<file path="src/rtl/bf_core_if.sv">
// Byte-stream handshake bundle between the core and the host I/O fabric.
// master = core side, slave = host side.
interface bf_core_if #(
  parameter int unsigned DATA_W = 8
);
  logic [DATA_W-1:0] out_data;
  logic              out_valid;
  logic              out_ready;
  logic [DATA_W-1:0] in_data;
  logic              in_valid;
  logic              in_ready;

  modport master (
    output out_data, out_valid, in_ready,
    input  out_ready, in_data, in_valid
  );

  modport slave (
    input  out_data, out_valid, in_ready,
    output out_ready, in_data, in_valid
  );
endinterface

</file>
<file path="src/rtl/bf_core.sv">
// Brainfuck execution core: fetches ASCII opcodes, operates on a data
// memory, resolves loops with a return stack plus a forward-skip scanner,
// and exchanges bytes with the host over valid/ready streams.
module bf_core #(
  parameter int unsigned DATA_W      = 8,
  parameter int unsigned DADDR_W     = 8,
  parameter int unsigned IADDR_W     = 8,
  parameter int unsigned STACK_DEPTH = 16
) (
  input  logic               clk,
  input  logic               reset_,
  output logic [IADDR_W-1:0] imem_addr,
  input  logic [7:0]         imem_data,
  output logic [DADDR_W-1:0] dmem_addr,
  input  logic [DATA_W-1:0]  dmem_rdata,
  output logic               dmem_we,
  output logic [DATA_W-1:0]  dmem_wdata,
  bf_core_if.master          io,
  output logic               halted,
  output logic               error,
  output logic [1:0]         err_code
);

  localparam int unsigned SP_W = $clog2(STACK_DEPTH) + 1;

  localparam logic [7:0] OP_RIGHT = 8'h3E;
  localparam logic [7:0] OP_LEFT  = 8'h3C;
  localparam logic [7:0] OP_INC   = 8'h2B;
  localparam logic [7:0] OP_DEC   = 8'h2D;
  localparam logic [7:0] OP_OUT   = 8'h2E;
  localparam logic [7:0] OP_IN    = 8'h2C;
  localparam logic [7:0] OP_OPEN  = 8'h5B;
  localparam logic [7:0] OP_CLOSE = 8'h5D;
  localparam logic [7:0] OP_HALT  = 8'h00;

  typedef enum logic [2:0] {
    S_RUN, S_SKIP, S_OUT_WAIT, S_IN_WAIT, S_HALT, S_ERR
  } state_t;

  state_t               r_state, w_state_nx;
  logic [IADDR_W-1:0]   r_ip, w_ip_nx;
  logic [DADDR_W-1:0]   r_dp, w_dp_nx;
  logic [SP_W-1:0]      r_sp;
  logic [IADDR_W-1:0]   r_stack [STACK_DEPTH];
  logic [IADDR_W:0]     r_depth, w_depth_nx;
  logic [DATA_W-1:0]    r_out_data;
  logic                 r_out_valid;
  logic                 r_in_ready;
  logic [1:0]           r_err_code, w_err_nx;

  logic                 w_push, w_pop;
  logic                 w_out_set, w_out_clr;
  logic                 w_in_set, w_in_clr;
  logic                 w_cell_nz;
  logic                 w_stack_full, w_stack_empty;
  logic [SP_W-2:0]      w_top_idx;
  logic [IADDR_W-1:0]   w_top;

  assign w_cell_nz     = |dmem_rdata;
  assign w_stack_full  = (r_sp == SP_W'(STACK_DEPTH));
  assign w_stack_empty = (r_sp == '0);
  assign w_top_idx     = r_sp[SP_W-2:0] - 1'b1;
  assign w_top         = r_stack[w_top_idx];

  assign imem_addr    = r_ip;
  assign dmem_addr    = r_dp;
  assign io.out_data  = r_out_data;
  assign io.out_valid = r_out_valid;
  assign io.in_ready  = r_in_ready;
  assign err_code     = r_err_code;

  // State register
  always_ff @(posedge clk or negedge reset_) begin
    if (!reset_) r_state <= S_RUN;
    else         r_state <= w_state_nx;
  end

  // Next-state and datapath control decode
  always_comb begin
    w_state_nx = r_state;
    w_ip_nx    = r_ip;
    w_dp_nx    = r_dp;
    w_depth_nx = r_depth;
    w_err_nx   = r_err_code;
    w_push     = 1'b0;
    w_pop      = 1'b0;
    w_out_set  = 1'b0;
    w_out_clr  = 1'b0;
    w_in_set   = 1'b0;
    w_in_clr   = 1'b0;
    unique case (r_state)
      S_RUN: begin
        w_ip_nx = r_ip + 1'b1;
        case (imem_data)
          OP_RIGHT: w_dp_nx = r_dp + 1'b1;
          OP_LEFT:  w_dp_nx = r_dp - 1'b1;
          OP_OUT: begin
            w_ip_nx    = r_ip;
            w_out_set  = 1'b1;
            w_state_nx = S_OUT_WAIT;
          end
          OP_IN: begin
            w_ip_nx    = r_ip;
            w_in_set   = 1'b1;
            w_state_nx = S_IN_WAIT;
          end
          OP_OPEN: begin
            if (!w_cell_nz) begin
              w_depth_nx = (IADDR_W+1)'(1);
              w_state_nx = S_SKIP;
            end else if (w_stack_full) begin
              w_ip_nx    = r_ip;
              w_err_nx   = 2'd1;
              w_state_nx = S_ERR;
            end else begin
              w_push = 1'b1;
            end
          end
          OP_CLOSE: begin
            if (w_stack_empty) begin
              w_ip_nx    = r_ip;
              w_err_nx   = 2'd2;
              w_state_nx = S_ERR;
            end else if (w_cell_nz) begin
              w_ip_nx = w_top + 1'b1;
            end else begin
              w_pop = 1'b1;
            end
          end
          OP_HALT: begin
            w_ip_nx    = r_ip;
            w_state_nx = S_HALT;
          end
          default: ;
        endcase
      end
      // The closing ']' is matched before the wrap check so a loop that
      // ends on the last address still resumes normally.
      S_SKIP: begin
        if (imem_data == OP_CLOSE && r_depth == (IADDR_W+1)'(1)) begin
          w_ip_nx    = r_ip + 1'b1;
          w_depth_nx = '0;
          w_state_nx = S_RUN;
        end else if (r_ip == '1) begin
          w_err_nx   = 2'd3;
          w_state_nx = S_ERR;
        end else begin
          w_ip_nx = r_ip + 1'b1;
          if (imem_data == OP_OPEN)  w_depth_nx = r_depth + 1'b1;
          if (imem_data == OP_CLOSE) w_depth_nx = r_depth - 1'b1;
        end
      end
      S_OUT_WAIT: begin
        if (io.out_ready) begin
          w_out_clr  = 1'b1;
          w_ip_nx    = r_ip + 1'b1;
          w_state_nx = S_RUN;
        end
      end
      S_IN_WAIT: begin
        if (io.in_valid) begin
          w_in_clr   = 1'b1;
          w_ip_nx    = r_ip + 1'b1;
          w_state_nx = S_RUN;
        end
      end
      default: ;
    endcase
  end

  // Memory write strobe and status outputs
  always_comb begin
    dmem_we    = 1'b0;
    dmem_wdata = dmem_rdata;
    if (r_state == S_RUN) begin
      if (imem_data == OP_INC) begin
        dmem_we    = 1'b1;
        dmem_wdata = dmem_rdata + 1'b1;
      end else if (imem_data == OP_DEC) begin
        dmem_we    = 1'b1;
        dmem_wdata = dmem_rdata - 1'b1;
      end
    end else if (r_state == S_IN_WAIT && io.in_valid) begin
      dmem_we    = 1'b1;
      dmem_wdata = io.in_data;
    end
    if (!reset_) dmem_we = 1'b0;
    halted = (r_state == S_HALT);
    error  = (r_state == S_ERR);
  end

  // Pointers, stack pointer, skip depth, error code and handshake registers
  always_ff @(posedge clk or negedge reset_) begin
    if (!reset_) begin
      r_ip        <= '0;
      r_dp        <= '0;
      r_sp        <= '0;
      r_depth     <= '0;
      r_err_code  <= '0;
      r_out_data  <= '0;
      r_out_valid <= 1'b0;
      r_in_ready  <= 1'b0;
    end else begin
      r_ip       <= w_ip_nx;
      r_dp       <= w_dp_nx;
      r_depth    <= w_depth_nx;
      r_err_code <= w_err_nx;
      if (w_push)     r_sp <= r_sp + 1'b1;
      else if (w_pop) r_sp <= r_sp - 1'b1;
      if (w_out_set) begin
        r_out_data  <= dmem_rdata;
        r_out_valid <= 1'b1;
      end else if (w_out_clr) begin
        r_out_valid <= 1'b0;
      end
      if (w_in_set)      r_in_ready <= 1'b1;
      else if (w_in_clr) r_in_ready <= 1'b0;
    end
  end

  // Return-stack storage; validity is tracked by r_sp alone
  always_ff @(posedge clk) begin
    if (w_push) r_stack[r_sp[SP_W-2:0]] <= r_ip;
  end

endmodule

</file>
<file path="src/flat_wrapper.sv">
// flat-port wrapper written by rule: the top's interface ports become plain ports
module bf_core_flat 
#(
  parameter int unsigned DATA_W      = 8,
  parameter int unsigned DADDR_W     = 8,
  parameter int unsigned IADDR_W     = 8,
  parameter int unsigned STACK_DEPTH = 16
)
  (clk, reset_, imem_addr, imem_data, dmem_addr, dmem_rdata, dmem_we, dmem_wdata, halted, error, err_code, io_out_data, io_out_valid, io_in_ready, io_out_ready, io_in_data, io_in_valid);
  bf_core_if #(.DATA_W(DATA_W)) io_i ();
  input  logic clk;
  input  logic reset_;
  output logic [IADDR_W-1:0] imem_addr;
  input  logic [7:0] imem_data;
  output logic [DADDR_W-1:0] dmem_addr;
  input  logic [DATA_W-1:0] dmem_rdata;
  output logic dmem_we;
  output logic [DATA_W-1:0] dmem_wdata;
  output logic halted;
  output logic error;
  output logic [1:0] err_code;
  output wire logic [$bits(io_i.out_data)-1:0] io_out_data;
  output wire logic [$bits(io_i.out_valid)-1:0] io_out_valid;
  output wire logic [$bits(io_i.in_ready)-1:0] io_in_ready;
  input wire logic [$bits(io_i.out_ready)-1:0] io_out_ready;
  input wire logic [$bits(io_i.in_data)-1:0] io_in_data;
  input wire logic [$bits(io_i.in_valid)-1:0] io_in_valid;
  assign io_out_data = io_i.out_data;
  assign io_out_valid = io_i.out_valid;
  assign io_in_ready = io_i.in_ready;
  assign io_i.out_ready = io_out_ready;
  assign io_i.in_data = io_in_data;
  assign io_i.in_valid = io_in_valid;
  bf_core #(.DATA_W(DATA_W), .DADDR_W(DADDR_W), .IADDR_W(IADDR_W), .STACK_DEPTH(STACK_DEPTH)) u_core (.clk(clk), .reset_(reset_), .imem_addr(imem_addr), .imem_data(imem_data), .dmem_addr(dmem_addr), .dmem_rdata(dmem_rdata), .dmem_we(dmem_we), .dmem_wdata(dmem_wdata), .io(io_i), .halted(halted), .error(error), .err_code(err_code));
endmodule
</file>
<file path="config.mk">
export PLATFORM = sky130hd
export DESIGN_NAME = bf_core_flat
export DESIGN_NICKNAME = d
export VERILOG_FILES = /design/src/rtl/bf_core_if.sv /design/src/rtl/bf_core.sv /design/src/flat_wrapper.sv
export SDC_FILE = /design/constraint.sdc
export NUM_CORES = 1
export LEC_CHECK = 0
export CAP_MARGIN = 20
export CORE_UTILIZATION = 59
export DETAILED_ROUTE_END_ITERATION = 10
export PLACE_DENSITY = 0.8
export SLEW_MARGIN = 40
export SYNTH_ARGS = -nofsm -noshare
export SYNTH_HDL_FRONTEND = slang
export SYNTH_SLANG_ARGS = --single-unit
</file>
<file path="constraint.sdc">
create_clock -name clk -period 4.8 [get_ports clk]
set_input_delay 0.48 -clock clk [delete_from_list [all_inputs] [get_ports clk]]
set_output_delay 0.48 -clock clk [all_outputs]
set_load 0.005 [all_outputs]
</file>
[Word level (Yosys, flattened, before mapping)]
Memory sizes are Yosys's and may differ from the RTL's.
Index checks and enable logic that the tools add are counted.
Word-level totals
  word-level logic and storage cells: 140
  register bits after elaboration: 45
  memories kept: 1
  output and inout bits: 39
  RAM bits: 128
Operators by class
  equal/unequal tests: 34
  muxes and demuxes: 67
  reductions and logical operators: 18
  add/sub/neg operators: 11
Memory list
  u_core.r_stack: words 16, bits a word 8, rd ports 1, clocked after memory_dff 0, write ports 1, RTL line bf_core.sv:44  | logic [IADDR_W-1:0] r_stack [STACK_DEPTH];
Operators by type and width (count)
  8-bit two-way mux: 12
  9-bit two-way mux: 6
  8-bit by 6-bit equality test with 1-bit output (second input constant): 6
  8-bit by 1-bit adder with 8-bit output (second input constant): 4
  8-bit one-hot mux with 4 select lines: 1
  1-bit two-way mux: 27
  8-bit one-hot mux with 3 select lines: 1
  3-bit two-way mux: 7
  7-bit AND reduction: 3
  9-bit one-hot mux with 2 select lines: 1
  8-bit by 7-bit equality test with 1-bit output (second input constant): 2
  8-bit one-hot mux with 2 select lines: 1
  8-bit by 1-bit subtractor with 8-bit output (second input constant): 2
  3-bit one-hot mux with 5 select lines: 1
  3-bit by 2-bit inequality test with 1-bit output (second input constant): 4
  3-bit one-hot mux with 4 select lines: 1
  2-bit two-way mux: 5
  5-bit two-way mux: 2
  2-bit inequality test (second input constant): 5
  2-bit nonzero test: 5
  9-bit by 1-bit adder with 9-bit output (second input constant): 1
  9-bit by 1-bit equality test with 1-bit output (second input constant): 1
  9-bit by 1-bit subtractor with 9-bit output (second input constant): 1
  8-bit equality test (second input constant): 1
  other kinds (23): 30

[Longest topological paths before layout]
  depth after elaboration: 7
  depth in mapped cells: 16
  depth with buffers taken out: 12

[Worst setup path after synthesis]
No wires, ideal clock.
  kind: reg2reg
  start: register u_core.r_sp[0]
  end: register u_core.r_ip[4] (netlist: u_core.imem_addr[4])
  cell stages (with the launch flop): 16
  slack: 443 ps
  path buffers: 4
  arrival time: 4239 ps
  data required time: 4682 ps
  clock period less this slack: 4357 ps
  cells stage by stage: dfrtp_1 clkbuf_1 buf_2 clkbuf_1 inv_1 ha_1 xor2_1 buf_4 mux4_2 nand2_1 a31oi_1 ha_1 o21a_1 a221oi_1 a31oi_1 a21o_1
On the way
  cells in the longest elaborated chain, start to end: 7
RTL lines
  from (decl): RTL line bf_core.sv:43  | logic [SP_W-1:0] r_sp;
  from (signal assigned): RTL line bf_core.sv:208  | if (w_push) r_sp <= r_sp + 1'b1;
  from (signal assigned): RTL line bf_core.sv:209  | else if (w_pop) r_sp <= r_sp - 1'b1;
  4-bit by 1-bit subtractor with 4-bit output: RTL line bf_core.sv:62  | assign w_top_idx = r_sp[SP_W-2:0] - 1'b1;
  via u_core.w_top_idx[0]: RTL line bf_core.sv:56  | logic [SP_W-2:0] w_top_idx;
  memory read 16 x 8 bit
  8-bit by 1-bit adder with 8-bit output: RTL line bf_core.sv:125  | w_ip_nx = w_top + 1'b1;
  8-bit two-way mux: RTL line bf_core.sv:124  | end else if (w_cell_nz) begin
  8-bit two-way mux: RTL line bf_core.sv:120  | if (w_stack_empty) begin
  8-bit one-hot mux with 3 select lines: RTL line bf_core.sv:94  | case (imem_data)
  8-bit one-hot mux with 4 select lines: RTL line bf_core.sv:91  | unique case (r_state)
  to (signal assigned): RTL line bf_core.sv:204  | r_ip <= w_ip_nx;
  to (decl): RTL line bf_core.sv:41  | logic [IADDR_W-1:0] r_ip, w_ip_nx;
The timed path passes the listed nets, and every way through them passes these cells. The select of a mux whose other input is x is not followed.
A chain may end at the register's enable or synchronous reset.

[Final worst setup path]
  start: input port imem_data[6]
  end: output port dmem_wdata[5]
On the way
  cells in the longest elaborated chain, start to end: 4
RTL lines
  from (decl): RTL line flat_wrapper.sv:14  | input logic [7:0] imem_data;
  8-bit by 6-bit equality test with 1-bit output: RTL line bf_core.sv:179  | end else if (imem_data == OP_DEC) begin
  8-bit two-way mux: RTL line bf_core.sv:179
  8-bit two-way mux *: RTL line bf_core.sv:176  | if (imem_data == OP_INC) begin
  8-bit two-way mux *: RTL line bf_core.sv:175  | if (r_state == S_RUN) begin
  to (decl): RTL line flat_wrapper.sv:18  | output logic [DATA_W-1:0] dmem_wdata;
Mark *: on every way between the ends. The rest lies on a longest branch, timed or not.

==> reports/summary.md <==
The run finished with clean final reports. In this run, synthesis produced a sequential element count of 173. Wires add up to 18800 um. The clock sink count was 173; the count of standard-cell rows was 43.

Achievable clock frequency: 244 MHz. Setup repair after global routing left no endpoint under its margin. The CTS clock-pin slew for the worst setup and hold paths works out to 0.06 ns. The mapped netlist covers 8520 sq um. The tools report the synthesis warning total as 0. The final route contains 5690 vias.

The post-route worst hold slack is 0.140 ns, and the count of inserted antenna diode cells is 0. The average size of a mapped cell is 13.3 sq um, and the H-tree depth is 4. Final standard cell area without fillers: 10000 sq um.

For this design the ratio of total power to cell area is 300 nW/um^2. TritonCTS built the clock tree. The maximum clock path buffer count is 2, and the count of maximum capacitance violations is 0. At the pin with the least slew margin, the transition time is 0.812 ns. At the worst endpoint, the required time is 4.32 ns. Traced cell by cell, the critical path runs through clkdlybuf4s50_1 > nor4b_1 > nand2_1 > nor4_1 > nor3b_1 > a31oi_1 > a211o_1 > a21oi_1 > clkdlybuf4s50_1.

The internal power of the cells totals 2.39 mW. The tools report the placement-stage worst setup slack as 0.752 ns. The count of pins on the block boundary is 67.

The switching portion of total power was 0.203. The simple-gate share of the synthesized area came out at 0.123. The final-report hold violation count was 0.

The tree is rooted in a clkbuf_16. Setup violations remaining at the end of the flow were counted as 0. Final count of pins violating max slew: 0. Among all flip-flop cells after synthesis, the most frequent one is edfxtp_1. The worst setup path is launched from an input pin. After detailed routing, the number of remaining DRC violations is 0. Sum of net half-perimeters after detailed placement: 12600 um.

In this run the vertical extent of the chip is 122 um. The first detailed-routing pass took 7 iterations. The wire length per cell came out at 20.7 um.

Buffers added to address setup during post-CTS repair amount to 0. Entering global routing, the biggest net connects 46 pins. The share of async-settable or async-resettable flops after synthesis is 0.260. Counting stages on the worst path, the most repeated cell is clkdlybuf4s50_1.

Measured along the x axis, the die boundary spans 122 um. The part of the Yosys area used for sequential elements was 0.583; the setup TNS was 0 ns. Relative slew slack: 0.457. The number of synthesized flops with an enable pin was 128; the fraction of power consumed by sequential logic was 0.530.

Once placement completed, the tool counted placed cells totaling 876. The biggest cell delay along the critical path was 0.64 ns; the overall power was 3.00 mW. At the end of routability-driven placement, the weighted congestion stood at 0.842. In the routed layout, each cell is associated on average with a via count of 6.27. The count of nets left with antenna violations once routing finished came out at 0.

In the final design database the tool counted 767 nets. The area fraction in compound gates after synthesis was 0.0918; the arithmetic-cell share of the synthesized area counting full adders, half adders and majority gates was 0.0370. The number of nets in the synthesized netlist is 694. The number of buffer cells added on primary ports was 66; the worst-case clock skew was 0.00770 ns. The tools report the data arrival at the endpoint of the critical path as 3.61 ns.

The gate count after technology mapping is 642, and the post-placement cell area is 9420 sq um. For this run the aggregate overflow at the end of global routing stands at 0. The parity-gate share of the synthesized area counting xor and xnor cells was 0.0216.

The die footprint was 14900 sq um. The mux share of post-synthesis cell area is 0.122, and the switching component of the power is 0.608 mW. Of all nets on the critical path, the largest fanout is 5. The number of antenna violations at the first check in global routing is 0, and the combinational share of power is 0.022.

Buffers inserted to repair hold after CTS numbered 0. The logs give 0.706 ns for the final setup slack of the worst path and 0.609 for the starting utilization of the core area. The logs give 64 for the unique cell type count in the Yosys netlist and 0.271 for the global-route usage over all layers. The first global-routing pass estimated 29600 um of wire.

Ranked by total cell area, the synthesized netlist is headed by edfxtp_1 (45%), dfrtp_1 (13%), mux4_2 (9.2%). The number of DRC markers after the initial detailed-route iteration is 480, and the worst-case vdd ir drop is 0.000211 V. By area, the combinational part of the netlist is dominated by simple AND/OR/NAND/NOR gates. The tools report the post-layout utilization of the core as 0.715. After the flow finishes, the layout carries non-filler instances totaling 908. On the critical path, the stage with the largest delay is an instance of nor4b_1. After clock tree synthesis, the repair step resized 0 gates. Portion of the clock cycle consumed by the worst path in the final layout: 0.853. The number of global-route vias before repair came out at 5604. The clock period could shrink to 4.09 ns. The share of cells above drive strength 1 was 0.158. STA classifies the critical path endpoint as an output port.

The clock latency reported for the late side of the worst-skew pair was 0.43 ns. For the placeable core area, the log shows 14000 sq um. TritonCTS created 17 clock buffers. Leakage power total: 3.89 nW. The synthesized design spends more area on one cell type than any other, namely edfxtp_1. The critical path class is in2out. From synthesis to final layout, the design area changed by 17.4%.

Top-area cell type share of the netlist area: 0.451. Clock network fraction of total power: 0.448. The kind of path behind the tightest hold check was in2async.
## power groups by stage
stage,sequential (mW),combinational [mW],clock [mW]
after global placement,1.62,0.0634,0
after floorplan,1.62,0.0180,0
after global routing,1.59,0.0713,1.42
after detailed placement,1.62,0.0658,0
final,1.59,0.0656,1.34
after CTS,1.59,0.0660,1.36
## placed cells by master, fill, tap and decap left out, drive strengths merged, types with 8 or more instances in the layout
cell type,n
edfxtp,128
clkdlybuf4s50,65
nand2,59
nor2,52
dfrtp,45
mux4,35
o21ai,30
a21oi,26
ha,22
inv,22
clkbuf,19
nor3,17
buf,16
mux2,16
xnor2,15
nand3,13
o31ai,10
nand4,8
a31oi,8
## Yosys cell counts, types with 3 or more instances
cell type,n
o211ai_1,3
o21a_1,5
and2_1,7
edfxtp_1,128
nand3_1,13
nor2b_1,7
mux2_4,8
xor2_1,6
inv_1,19
ha_1,22
nor4_1,5
buf_2,4
a31oi_1,8
o41ai_1,3
a21oi_1,26
mux2i_1,4
o32ai_1,3
a21o_1,6
xnor2_1,15
a22oi_1,3
o21ai_0,30
a32oi_1,4
nand2_1,58
nand4_1,8
o31ai_1,10
or3_1,5
nor2_1,52
nor3_1,14
mux4_2,35
and3_1,4
or4_1,3
nor3b_1,3
dfrtp_1,45
nand2b_1,7
mux2_2,8
clkbuf_1,19
## worst max-delay path, delay by kind of cell
family	cells	cell delay, ns
AO/OA/AOI/OAI	3	0.55
buffers and inverters	2	1.03
AND/OR/NAND/NOR	4	1.55
## sequential cells by signal, indices dropped and copies added (netlist names)
name                 flops
u_core.io.out_data       8
u_core.imem_addr         8
u_core.r_depth           9
u_core.dmem_addr         8
u_core.err_code          2
u_core.io.in_ready       1
u_core.r_state           3
u_core.io.out_valid      1
u_core.r_sp              5
u_core.r_stack         128
## area by class of cell
class                      instances  area, sq um
tap                              180          225
inverter                          19         71.3
fill                             928         3980
clock buffer                      19          433
sequential                       173         4970
timing repair buffer              81          768
multi-input combinational        423         3400
clock inverter                    13          141
## worst paths after layout
check	from	end	slack, ns	cells past startpoint
worst max-delay path	imem_data[6]	dmem_wdata[5]	0.71	9
worst min-delay path	reset_	u_core.io.out_data[2]$_DFFE_PN0P_	0.14	2
worst max register to register	u_core.r_sp[0]$_DFFE_PN0P_	u_core.imem_addr[4]$_DFFE_PN0P_	1.07	12
worst min register to register	u_core.dmem_addr[7]$_DFFE_PN0P_	u_core.dmem_addr[7]$_DFFE_PN0P_	0.49	1
max in group asynchronous	reset_	u_core.r_sp[0]$_DFFE_PN0P_	4.22	2
min in group clk	u_core.dmem_addr[7]$_DFFE_PN0P_	u_core.dmem_addr[7]$_DFFE_PN0P_	0.49	1
## per-layer routing
layer	wire [um]	vias to the layer above	GRT usage	part of all wire
li1	-	2616	-	-
met1	7710	2836	0.347	0.41
met2	9670	217	0.458	0.51
met3	1110	21	0.0566	0.059
met4	291	0	0.0930	0.015
met5	0	-	0	0
## kinds of logic (layout without fill, tap and decap cells)
family	count (synthesis)	after routing
buf+inv	46	132
xor+xnor	21	21
compound gates	119	119
fa+ha+maj	24	24
flops	173	173
mux	55	55
simple gates	204	204
(Power assumes the default switching activity.)
